<file path="src/rtl/mem_port_arbiter.sv">
// rtl/mem_port_arbiter.sv - IF/MEM arbiter for one single-ported unified memory
// Optional feature macro: ARB_STARVE_GUARD_EN (bounds IF starvation by data grants)
module mem_port_arbiter #(
    parameter int XLEN       = 32,
    parameter int STARVE_MAX = 4
) (
    input  logic            clk,
    input  logic            reset,
    input  logic            if_req,
    input  logic [XLEN-1:0] if_addr,
    output logic            if_gnt,
    output logic            if_rvalid,
    output logic [XLEN-1:0] if_rdata,
    input  logic            dm_req,
    input  logic            dm_we,
    input  logic [XLEN-1:0] dm_addr,
    input  logic [XLEN-1:0] dm_wdata,
    output logic            dm_gnt,
    output logic            dm_rvalid,
    output logic [XLEN-1:0] dm_rdata,
    output logic            mem_req,
    output logic            mem_we,
    output logic [XLEN-1:0] mem_addr,
    output logic [XLEN-1:0] mem_wdata,
    input  logic            mem_ready,
    input  logic            mem_rvalid,
    input  logic [XLEN-1:0] mem_rdata
);

    localparam logic [1:0] ST_IDLE    = 2'd0;
    localparam logic [1:0] ST_BUSY_IF = 2'd1;
    localparam logic [1:0] ST_BUSY_DM = 2'd2;

    logic [1:0] r_state;
    logic [1:0] w_state_nxt;
    logic       w_idle;
    logic       w_force_if;
    logic       w_sel_dm;
    logic       w_sel_if;
    logic       w_if_resp;
    logic       w_dm_resp;

    assign w_idle = (r_state == ST_IDLE);

`ifdef ARB_STARVE_GUARD_EN
    localparam int CNT_W = $clog2(STARVE_MAX + 1);

    logic [CNT_W-1:0] r_starve_cnt;

    assign w_force_if = if_req && (r_starve_cnt == CNT_W'(STARVE_MAX));

    // Count data grants taken while IF waits; an IF grant clears the count
    always_ff @(posedge clk or posedge reset) begin
        if (reset) begin
            r_starve_cnt <= '0;
        end else if (if_gnt) begin
            r_starve_cnt <= '0;
        end else if (dm_gnt && if_req && (r_starve_cnt != CNT_W'(STARVE_MAX))) begin
            r_starve_cnt <= r_starve_cnt + 1'b1;
        end
    end
`else
    // Strict data priority: IF is never forced ahead of a data request
    assign w_force_if = (STARVE_MAX < 0);
`endif

    // Data wins ties because the MEM-stage instruction is older
    assign w_sel_dm = dm_req && !w_force_if;
    assign w_sel_if = if_req && !w_sel_dm;

    assign mem_req   = w_idle && (w_sel_dm || w_sel_if);
    assign mem_we    = w_idle && w_sel_dm && dm_we;
    assign mem_addr  = !w_idle ? '0 : (w_sel_dm ? dm_addr : (w_sel_if ? if_addr : '0));
    assign mem_wdata = (w_idle && w_sel_dm) ? dm_wdata : '0;

    assign if_gnt = w_idle && w_sel_if && mem_ready;
    assign dm_gnt = w_idle && w_sel_dm && mem_ready;

    // Responses in IDLE are stale and never reach either port
    assign w_if_resp = (r_state == ST_BUSY_IF) && mem_rvalid;
    assign w_dm_resp = (r_state == ST_BUSY_DM) && mem_rvalid;

    assign if_rvalid = w_if_resp;
    assign dm_rvalid = w_dm_resp;
    assign if_rdata  = w_if_resp ? mem_rdata : '0;
    assign dm_rdata  = w_dm_resp ? mem_rdata : '0;

    // Next state: grant moves to the owner's BUSY state, response returns to IDLE
    always_comb begin
        w_state_nxt = r_state;
        case (r_state)
            ST_IDLE: begin
                if (dm_gnt) begin
                    w_state_nxt = ST_BUSY_DM;
                end else if (if_gnt) begin
                    w_state_nxt = ST_BUSY_IF;
                end
            end
            ST_BUSY_IF, ST_BUSY_DM: begin
                if (mem_rvalid) begin
                    w_state_nxt = ST_IDLE;
                end
            end
            default: w_state_nxt = ST_IDLE;
        endcase
    end

    // State register; reset abandons any outstanding transaction
    always_ff @(posedge clk or posedge reset) begin
        if (reset) begin
            r_state <= ST_IDLE;
        end else begin
            r_state <= w_state_nxt;
        end
    end

endmodule

</file>
<file path="config.mk">
export PLATFORM = sky130hd
export DESIGN_NAME = mem_port_arbiter
export DESIGN_NICKNAME = d
export VERILOG_FILES = /design/src/rtl/mem_port_arbiter.sv
export SDC_FILE = /design/constraint.sdc
export NUM_CORES = 1
export LEC_CHECK = 0
export BUFFER_PORTS_ARGS = -buffer_cell sky130_fd_sc_hd__buf_2
export CORE_AREA = 4 4 103 105
export DETAILED_ROUTE_END_ITERATION = 8
export DIE_AREA = 0 0 107 109
export PLACE_DENSITY = 0.57
export REMOVE_ABC_BUFFERS = 1
export SLEW_MARGIN = 40
export SYNTH_ARGS = -nofsm -noshare
export SYNTH_HDL_FRONTEND = slang
export SYNTH_SLANG_ARGS = --single-unit
</file>
<file path="constraint.sdc">
create_clock -name clk -period 5.1 [get_ports clk]
set_clock_uncertainty 0.1 [all_clocks]
set_input_delay 0.255 -clock clk [delete_from_list [all_inputs] [get_ports clk]]
set_output_delay 0.255 -clock clk [all_outputs]
set_load 0.01 [all_outputs]
</file>
==> run_results.csv, run 1 <==
group,metric,value,unit
place,pre_cts_ws,2.85,ns
sta,fin_crit_sh,0.468,
global_route,grt_antenna_before_repair,0,
routing,firstDrtPassIters,4,
routing,vias,2401,
sta,fmax,0.419,GHz
global_route,grt-ovfl-total,0,
layout,layout.cells.non_filler,559,
floorplanning,die_h,109,um
global_route,grtUsageTotal,0.126,
clock_network,cts_buffers,3,
worst_setup_path,critPathLaunchType,"flip-flop",
layout,fin_nets,567,
synth,synth.avg_cell_area,6.65,um^2
floorplanning,die_area,0.0117,mm^2
power,p_comb_frac,0.888,
power,pwr-share-seq,0.035,
routing,routed_wirelength,8420,um
sta,worst_slew_pin_slew,0.720,ns
global_route,grt_max_degree,68,
synth,syn_inst,182,
layout,area_growth,121,%
worst_setup_path,worst-path-max-fanout,32,
worst_setup_path,endpoint_kind,"primary output",
place,placed_cells,555,
power,clockPowerShare,0.076,
clock_network,root_buffer,"clkbuf_8",
synth,syn-cell-area,0.00121,mm^2
clock_network,clk_transition_reported_paths,0.03,ns
layout,diodes,0,
clock_network,cts_tree,"built",
floorplanning,fp-row-count,36,
sta,setup_viol,0,
sta,grt_setup_unrepaired,"false",
run_status,status,"finished, final reports clean",
power,p_leak,2.05,nW
floorplanning,die_x,107,um
power,swShare,0.521,
synth,synth_cell_types,17,
sta,slew_viol_final,0,
clock_network,cts_buffer_depth,2,
place,place_congestion,0.778,
sta,hold_viol,0,
sta,setup_tns,0,ns
floorplanning,io_pins,269,
routing,first_iter_violations,151,
layout,drive_above_1_share,0.650,
global_route,grt_pass1_wl,11700,um
sta,setup_ws,2.71,ns
power,p_int,0.000390,W
global_route,grt_pass1_vias,2269,
power,vdd_drop_max,0.132,mV
sta,period_minus_slack,2.39,ns
worst_setup_path,critPathKind,"reg -> out",
worst_hold_path,hold_class,"in -> async",
clock_network,clk_latency,0.21,ns
clock_network,htree_num_levels,1,
synth,synth_warnings,0,
sta,max-slew-margin-rel,0.519,
layout,final_core_util,0.278,
job,drv_cap,0,
clock_network,post_cts_resized,0,
power,p_per_area,304,mW/mm^2
layout,top_register,"r_state",
worst_setup_path,arrival,2.03,ns
place,place_hpwl,7230,um
place,portBuffers,268,
power,switchingPower,0.000424,W
floorplanning,start_util,0.126,
layout,largest_reg_flops,2,
synth,ys_ff_latch,2,
routing,ant_nets,0,
worst_setup_path,cp.required,4.74,ns
layout,reg.largest.list,"r_state x2",
routing,wl_per_cell,15.1,um
floorplanning,core_area,0.00964,mm^2
routing,viasPerCell,4.30,
routing,drc,0,
synth,synth_seq_area_share,0.0414,
clock_network,cts_sinks,2,
-- power groups by stage --
stage / Sequential [W] / Combinational (W) / Clock [W]
detailed placement: 0.0000285 / 0.000728 / 0
global placement: 0.0000275 / 0.000715 / 0
finish: 0.0000285 / 0.000722 / 0.0000622
global route: 0.0000298 / 0.000792 / 0.0000673
CTS: 0.0000283 / 0.000730 / 0.0000643
floorplan: 0.0000271 / 0.000398 / 0
-- stage by stage --
stage	hold WS, ns	area [um^2]	total power [W]
2_1_floorplan	-0.104	1100	0.000425
3_3_place_gp	0.00703	2610	0.000742
3_5_place_dp	0.00775	2620	0.000756
4_1_cts	0.371	2670	0.000823
5_1_grt	0.378	2680	0.000889
6_report	0.359	2680	0.000813
-- worst max-delay path: stages (launching register included) --
cell and delay [ns]:
dfrtp_1 0.37, inv_1 0.13, ha_1 0.22, nand2_1 0.12, nor2_4 0.57, a22o_1 0.26, buf_2 0.13
-- path summary, 6_finish.rpt --
check	endpoint	cells past startpoint	startpoint	slack [ns]
worst max-delay path	mem_addr[20]	6	r_state[1]	2.71
worst min-delay path	r_state[1]	3	reset	0.36
worst max register to register	r_state[0]	5	r_state[0]	3.08
worst min register to register	r_state[0]	1	r_state[0]	0.45
max in group asynchronous	r_state[0]	3	reset	4.43
min in group clk	r_state[1]	4	mem_ready	0.40
-- area by class of cell --
| class | count | area (um^2) |
|---|---|---|
| flip-flops and latches | 2 | 50.0 |
| multi-input cells | 147 | 1050 |
| well taps | 133 | 166 |
| clock buffers | 3 | 41.3 |
| inverters | 5 | 18.8 |
| repair buffers | 269 | 1350 |
| fillers | 1066 | 6960 |
-- cell usage after synthesis (all sizes together) --
cell type	number	share of area
a222oi	1	0.0083
a22o	32	0.23
and2	3	0.016
and3	98	0.51
buf	4	0.017
clkbuf	24	0.075
dfrtp	2	0.041
ha	4	0.041
inv	5	0.016
mux2	1	0.0093
mux2i	1	0.0083
nand2	2	0.0062
nor2	1	0.0031
nor2b	2	0.010
nor3	1	0.0041
o21a	1	0.0062
-- what timing repair did --
item / CTS / global route
hold endpoints to repair: 2 / 0
hold buffers: 1 / 0
setup buffers: 0 / 0
-- per-layer routing --
metal	vias up	wire length (um)	GRT usage
li1	1178	-	-
met1	1055	2940	0.135
met2	162	4340	0.239
met3	6	1010	0.0367
met4	0	130	0.0365
met5	-	0	0
-- kinds of logic after synthesis --
kind of cell             count (synthesis)  share of synthesized area
buffers and inverters                   33                      0.108
AO/OA/AOI/OAI                           34                      0.246
AND/OR/NAND/NOR                        107                      0.546
adder cells (fa/ha/maj)                  4                     0.0414
multiplexers                             2                     0.0176
flip-flops                               2                     0.0414
-- layout by cell type (no fill, tap or decap) --
| cell | instances |
|---|---|
| o21a_1 | 1 |
| nor3_1 | 1 |
| buf_2 | 267 |
| inv_1 | 5 |
| ha_1 | 1 |
| a222oi_1 | 1 |
| and3_1 | 98 |
| and2_1 | 2 |
| nor2b_1 | 2 |
| clkbuf_8 | 3 |
| mux2i_1 | 1 |
| dfrtp_1 | 2 |
| nor2_4 | 1 |
| ha_2 | 3 |
| and2_2 | 1 |
| dlygate4sd3_1 | 1 |
| mux2_2 | 1 |
| buf_4 | 1 |
| a22o_1 | 32 |
| nand2_1 | 2 |
Note: power is estimated with default switching activity, not from simulation.
==> inputs of run 2 (changes only) <==
- CORE_AREA: 4 4 103 105 -> 4 4 101 103
- DIE_AREA: 0 0 107 109 -> 0 0 105 107
- PLACE_DENSITY: 0.57 -> 0.58
- clock period: 5.1 -> 2.3 ns (I/O delays scaled with it)
==> run 2 against run 1 <==
Net effect:
- cell count shrank 2.9%
- final area is essentially flat
- sequential share of layout area is essentially flat
- combinational power grew 130%
- worst hold slack lost 0.13 ns
- critical endpoint is now mem_addr[5]
- largest cell class unchanged
- highest routed layer unchanged
==> run_results.csv, run 2 (synthesized netlist as in run 1, its figures left out) <==
group,metric,value,unit
sta,setup_tns,0,ns
layout,seq_area,50.0,um^2
routing,ant_nets,0,
routing,drc,0,
sta,slew_viol_final,0,
worst_setup_path,critPathLaunchType,"flip-flop",
power,vdd_drop_max,0.269,mV
routing,vias,2420,
global_route,grt_antenna_before_repair,0,
clock_network,clk_transition_reported_paths,0.03,ns
sta,worst_slew_pin_slew,0.516,ns
routing,wl_per_cell,14.1,um
worst_hold_path,hold_class,"in -> async",
floorplanning,fp-row-count,35,
layout,diodes,0,
routing,firstDrtPassIters,4,
layout,fin_nets,573,
run_status,status,"finished, final reports clean",
worst_setup_path,timing.rr.end,"r_state[0]",
clock_network,cts_buffer_depth,2,
global_route,grtUsageTotal,0.117,
worst_setup_path,endpoint_kind,"primary output",
layout,final_common_cell,"buf_2",
layout,layout_common_cells,"268 x buf_2, 98 x and3_1, 32 x a22o_1",
power,pwr-share-seq,0.034,
sta,grt_setup_unrepaired,"false",
layout,layout.cells.non_filler,543,
global_route,grt_max_degree,67,
sta,period_minus_slack,2.09,ns
place,portBuffers,268,
worst_setup_path,arrival,1.87,ns
clock_network,post_cts_buffers,0,
layout,largest_reg_flops,2,
power,switchingPower,0.000945,W
floorplanning,die_area,0.0112,mm^2
power,p_leak,2.08,nW
power,clockPowerShare,0.075,
layout,reg.largest.list,"r_state x2",
power,p_per_area,683,mW/mm^2
clock_network,cts_buffers,3,
layout,area_growth,121,%
floorplanning,die_x,105,um
job,drv_cap,0,
clock_network,htree_num_levels,1,
global_route,grt_pass1_wl,10800,um
global_route,grt-ovfl-total,0,
routing,first_iter_violations,119,
sta,max-slew-margin-rel,0.656,
sta,hold_viol,0,
clock_network,cts_tree,"built",
layout,drive_above_1_share,0.646,
routing,viasPerCell,4.46,
place,place_hpwl,6550,um
place,placed_cells,539,
global_route,grt_pass1_vias,2231,
global_route,grtUsageMet3,0.0343,
worst_setup_path,timing.rr.start,"r_state[0]",
sta,fmax,0.479,GHz
sta,setup_viol,0,
floorplanning,core_area,0.00920,mm^2
worst_setup_path,ff2ff_setup_slack,0.36,ns
routing,routed_wirelength,7670,um
clock_network,root_buffer,"clkbuf_8",
global_route,met1_usage,0.113,
power,swShare,0.516,
worst_setup_path,cp.required,2.09,ns
floorplanning,start_util,0.132,
floorplanning,die_h,107,um
power,p_int,0.000885,W
layout,top_register,"r_state",
worst_setup_path,worst-path-max-fanout,32,
place,place_congestion,0.725,
floorplanning,io_pins,269,
worst_setup_path,critPathKind,"reg -> out",
power,p_comb_frac,0.891,
layout,multiInputGateArea,0.00103,mm^2
clock_network,post_cts_resized,0,
clock_network,cts.hold.buffers_added,1,
power,power.total,0.00183,W
global_route,use_met2,0.233,
sta,fin_crit_sh,0.908,
worst_setup_path,r2r_cells,5,
global_route,grt_busiest_layer,"met2",
layout,n_fill_cell,1009,
clock_network,cts_sinks,2,
clock_network,clk_latency,0.21,ns
-- run 2: changes by cell type in the layout (fill, tap and decap cells not counted), sizes merged --
cell,delta
buf,+6
-- run 2: layout make-up --
class                   instances  share of cell area
well taps                     111              0.0519
clock buffers                   3              0.0154
flip-flops and latches          2              0.0187
inverters                       5             0.00701
repair buffers                275               0.521
multi-input cells             147               0.386
-- run 2: how the worst max path moves through the flow --
| stage | start | end | slack [ns] | cells after the start |
|---|---|---|---|---|
| 2_1_floorplan | r_state[0] | mem_addr[0] | 0.01 | 5 |
| 6_report | r_state[0] | mem_addr[5] | 0.21 | 7 |
| 4_1_cts | r_state[0] | mem_addr[4] | 0.16 | 7 |
| 3_3_place_gp | r_state[0] | mem_addr[4] | 0.49 | 7 |
| 5_1_grt | r_state[0] | mem_addr[4] | 0.08 | 7 |
| 3_5_place_dp | r_state[0] | mem_addr[4] | 0.41 | 7 |
-- run 2: through the flow --
stage	instance area, um^2	worst slack, ns	util	hold slack (ns)
after floorplan	1100	0.0103	-	-0.244
after global placement	2630	0.492	0.286	-0.132
after detailed placement	2630	0.407	0.286	-0.128
after CTS	2680	0.157	0.291	0.245
after global routing	2680	0.0771	0.291	0.277
final	2680	0.212	0.291	0.230
-- run 2: critical path: stages, from the launching register on --
cell     delay (ns)
dfrtp_1        0.39
inv_1          0.13
ha_1           0.21
nand2_1        0.12
nor2_2         0.10
buf_4          0.31
a22o_1         0.25
buf_2          0.15
-- run 2: routing by layer --
layer | wire, um | vias up
met5 | 0 | -
met4 | 82 | 0
met3 | 917 | 4
met2 | 4050 | 165
met1 | 2620 | 1065
li1 | - | 1186
-- run 2: power by group through the flow --
stage	Sequential [W]	Clock, W	Combinational [W]
2_1_floorplan	0.0000600	0	0.000882
6_report	0.0000625	0.000136	0.00163
3_3_place_gp	0.0000609	0	0.00160
4_1_cts	0.0000626	0.000142	0.00166
3_5_place_dp	0.0000630	0	0.00164
5_1_grt	0.0000646	0.000142	0.00179
==> inputs of run 3 (changes only) <==
- ABC_AREA: not set -> 1
- CORE_AREA: 4 4 101 103 -> 4 4 102 104
- CTS_CLUSTER_SIZE: not set -> 14
- DIE_AREA: 0 0 105 107 -> 0 0 106 108
- PLACE_DENSITY: 0.58 -> 0.61
==> run 3 against run 2 <==
Net effect:
- utilization increased by 2.1 points
- routed wire length increased by 4.0%
- first-iteration DRC count decreased by 13%
- non-clock buffer count decreased by 2
- total power decreased by 14%
- combinational power decreased by 15%
- register-to-register slack improved by 0.23 ns
- via count increased by 11%
- setup slack improved by 0.019 ns
- area after synthesis increased by 25%
- critical path depth decreased by 2
- clock-buffer cell count unchanged
- critical path type unchanged
- highest routed layer unchanged
==> run_results.csv, run 3 <==
group,metric,value,unit
routing,ant_nets,0,
sta,period_minus_slack,2.07,ns
synth,yosysMostFrequentCell,"inv_1",
floorplanning,fp-row-count,36,
layout,final_common_cell,"buf_2",
clock_network,clk_transition_reported_paths,0.03,ns
clock_network,clk_latency,0.21,ns
synth,synth_top_area_frac,0.262,
floorplanning,die_h,108,um
synth,synth_simple_gate_area_frac,0.405,
worst_setup_path,critPathLaunchType,"flip-flop",
power,p_int,0.000691,W
power,swShare,0.562,
floorplanning,die_x,106,um
worst_setup_path,cp.required,2.09,ns
global_route,grt_antenna_before_repair,0,
clock_network,cts_buffer_depth,2,
routing,wl_per_cell,11.4,um
synth,synth_edf_count,0,
floorplanning,die_area,0.0114,mm^2
synth,ys_top_cells_by_area,"inv_1 26%, nor2_1 24%, o21ai_2 17%",
sta,fin_crit_sh,0.900,
place,placed_cells,698,
run_status,status,"finished, final reports clean",
power,power.total,0.00158,W
clock_network,cts_buffers,3,
sta,slew_viol_final,0,
synth,synth_cell_types,17,
layout,layout_common_cells,"268 x buf_2, 106 x inv_1, 98 x nor2_1",
synth,synth.avg_cell_area,4.85,um^2
worst_hold_path,hold_class,"in -> reg",
global_route,grt_pass1_wl,11800,um
layout,drive_above_1_share,0.541,
power,p_comb_frac,0.877,
layout,layout.cells.non_filler,702,
place,place_hpwl,7040,um
place,place_congestion,0.770,
sta,setup_tns,0,ns
place,portBuffers,268,
power,p_leak,2.30,nW
routing,drc,0,
worst_setup_path,crit_chain,"inv_1, ha_1, nand3_4, o21ai_0, buf_2",
power,switchingPower,0.000886,W
routing,viasPerCell,3.83,
floorplanning,start_util,0.159,
power,p_per_area,528,mW/mm^2
routing,routed_wirelength,7980,um
job,drv_cap,0,
floorplanning,io_pins,269,
clock_network,cts_tree,"built",
layout,reg.largest.list,"r_state x2",
worst_setup_path,max_stage_delay,0.42,ns
worst_setup_path,critPathKind,"reg -> out",
global_route,grtUsageTotal,0.126,
synth,ys_ff_latch,2,
worst_setup_path,crit_slowest_cell,"nand3_4",
clock_network,root_buffer,"clkbuf_8",
synth,synthArstFlopShare,1.00,
synth,synth_top_family_by_area,"simple AND/OR/NAND/NOR gates",
global_route,grt_max_degree,37,
synth,synth_compound_area_frac,0.185,
power,pwr-share-seq,0.036,
layout,diodes,0,
layout,top_register,"r_state",
layout,area_growth,96.7,%
worst_setup_path,arrival,1.85,ns
worst_setup_path,critPathBufInv,2,
sta,fmax,0.483,GHz
sta,setup_viol,0,
layout,n_fill_cell,1132,
synth,synth_xor_area_frac,0,
synth,synthMuxAreaShare,0,
floorplanning,core_area,0.00955,mm^2
layout,finish.instance_area,0.00299,mm^2
sta,max-slew-margin-rel,0.593,
synth,synth_ff_type,"dfrtp_1",
clock_network,cts_sinks,2,
sta,hold_viol,0,
synth,syn_inst,313,
routing,firstDrtPassIters,4,
global_route,grt-ovfl-total,0,
synth,synth_warnings,0,
global_route,grt_pass1_vias,2520,
worst_setup_path,endpoint_kind,"primary output",
clock_network,htree_num_levels,1,
place,placed_area,0.00293,mm^2
worst_setup_path,worst-path-max-fanout,32,
routing,first_iter_violations,103,
power,vdd_drop_max,0.285,mV
synth,synth_seq_area_share,0.0330,
layout,largest_reg_flops,2,
synth,synth_common_cells,"106 x inv_1, 98 x nor2_1, 34 x nand3_1, 30 x o21ai_2, 16 x buf_2",
power,clockPowerShare,0.087,
synth,synth_largest_area_cell,"inv_1",
synth,synthAdderAreaFrac,0.0330,
sta,grt_setup_unrepaired,"false",
routing,vias,2689,
worst_setup_path,cp_top_family,"simple AND/OR/NAND/NOR gates",
synth,syn-cell-area,0.00152,mm^2
sta,worst_slew_pin_slew,0.608,ns
layout,fin_nets,710,
## run 3: changes by cell type in the layout (fill, tap and decap cells not counted), moves of 9 or more
cell	change
a22o_1	-32
and3_1	-98
inv_1	+101
nand2_1	+9
nand3_1	+34
nor2_1	+98
o21ai_2	+30
## run 3: final timing paths
path / start / depth (start not counted) / slack [ns] / end
worst min-delay path: mem_ready / 4 / 0.15 / r_state[0]
worst max register to register: r_state[0] / 8 / 0.59 / r_state[0]
worst max-delay path: r_state[0] / 5 / 0.23 / mem_addr[0]
min in group asynchronous: reset / 3 / 0.22 / r_state[0]
worst min register to register: r_state[1] / 2 / 0.39 / r_state[1]
max in group asynchronous: reset / 3 / 1.76 / r_state[1]
## run 3: layout make-up
class / instances / area, um^2 / area share
tap: 133 / 166 / 0.0557
inverter: 107 / 402 / 0.135
sequential: 2 / 50.0 / 0.0168
clock buffer: 3 / 41.3 / 0.0138
timing repair buffer: 273 / 1380 / 0.463
multi-input combinational: 184 / 945 / 0.316
## run 3: cells by family (layout without fill, tap and decap cells)
family                     after synthesis  count (layout)
and+or+nand+nor                        147             147
adders and majority gates                4               4
buffers and inverters                  127             383
DFF                                      2               2
AOI/OAI and AO/OA                       33              33
## run 3: what timing repair did
| item | in CTS | in global routing |
|---|---|---|
| setup buffers | 0 | 0 |
| resized for setup | 0 | 0 |
| hold buffers | 1 | 0 |
| endpoints found under the hold margin | 2 | 0 |
## run 3: worst reg2reg max path: cells and delay by family (launching register included)
family                     cells  cell delay (ns)
buffers and inverters          2             0.45
and+or+nand+nor                5             0.44
DFF                            1             0.39
adders and majority gates      1             0.22
## run 3: power groups by stage
stage / clock [W] / combinational (W) / sequential, W
floorplan: 0 / 0.000779 / 0.0000548
global placement: 0 / 0.00141 / 0.0000558
detailed placement: 0 / 0.00141 / 0.0000571
CTS: 0.000142 / 0.00142 / 0.0000569
global route: 0.000148 / 0.00155 / 0.0000587
finish: 0.000138 / 0.00138 / 0.0000569
## run 3: routing by layer
layer,share of wire,track usage
met5,0,0
met3,0.13,0.0537
met4,0.014,0.0361
met2,0.50,0.244
met1,0.35,0.123
## run 3: stage by stage
step                      setup WS [ns]  hold WS, ns   util
after floorplan                 -0.0825       -0.244      -
after global placement            0.472       -0.123  0.307
after detailed placement          0.410       -0.123  0.307
after CTS                         0.184        0.152  0.313
after global routing             0.0236        0.196  0.313
final                             0.231        0.152  0.313
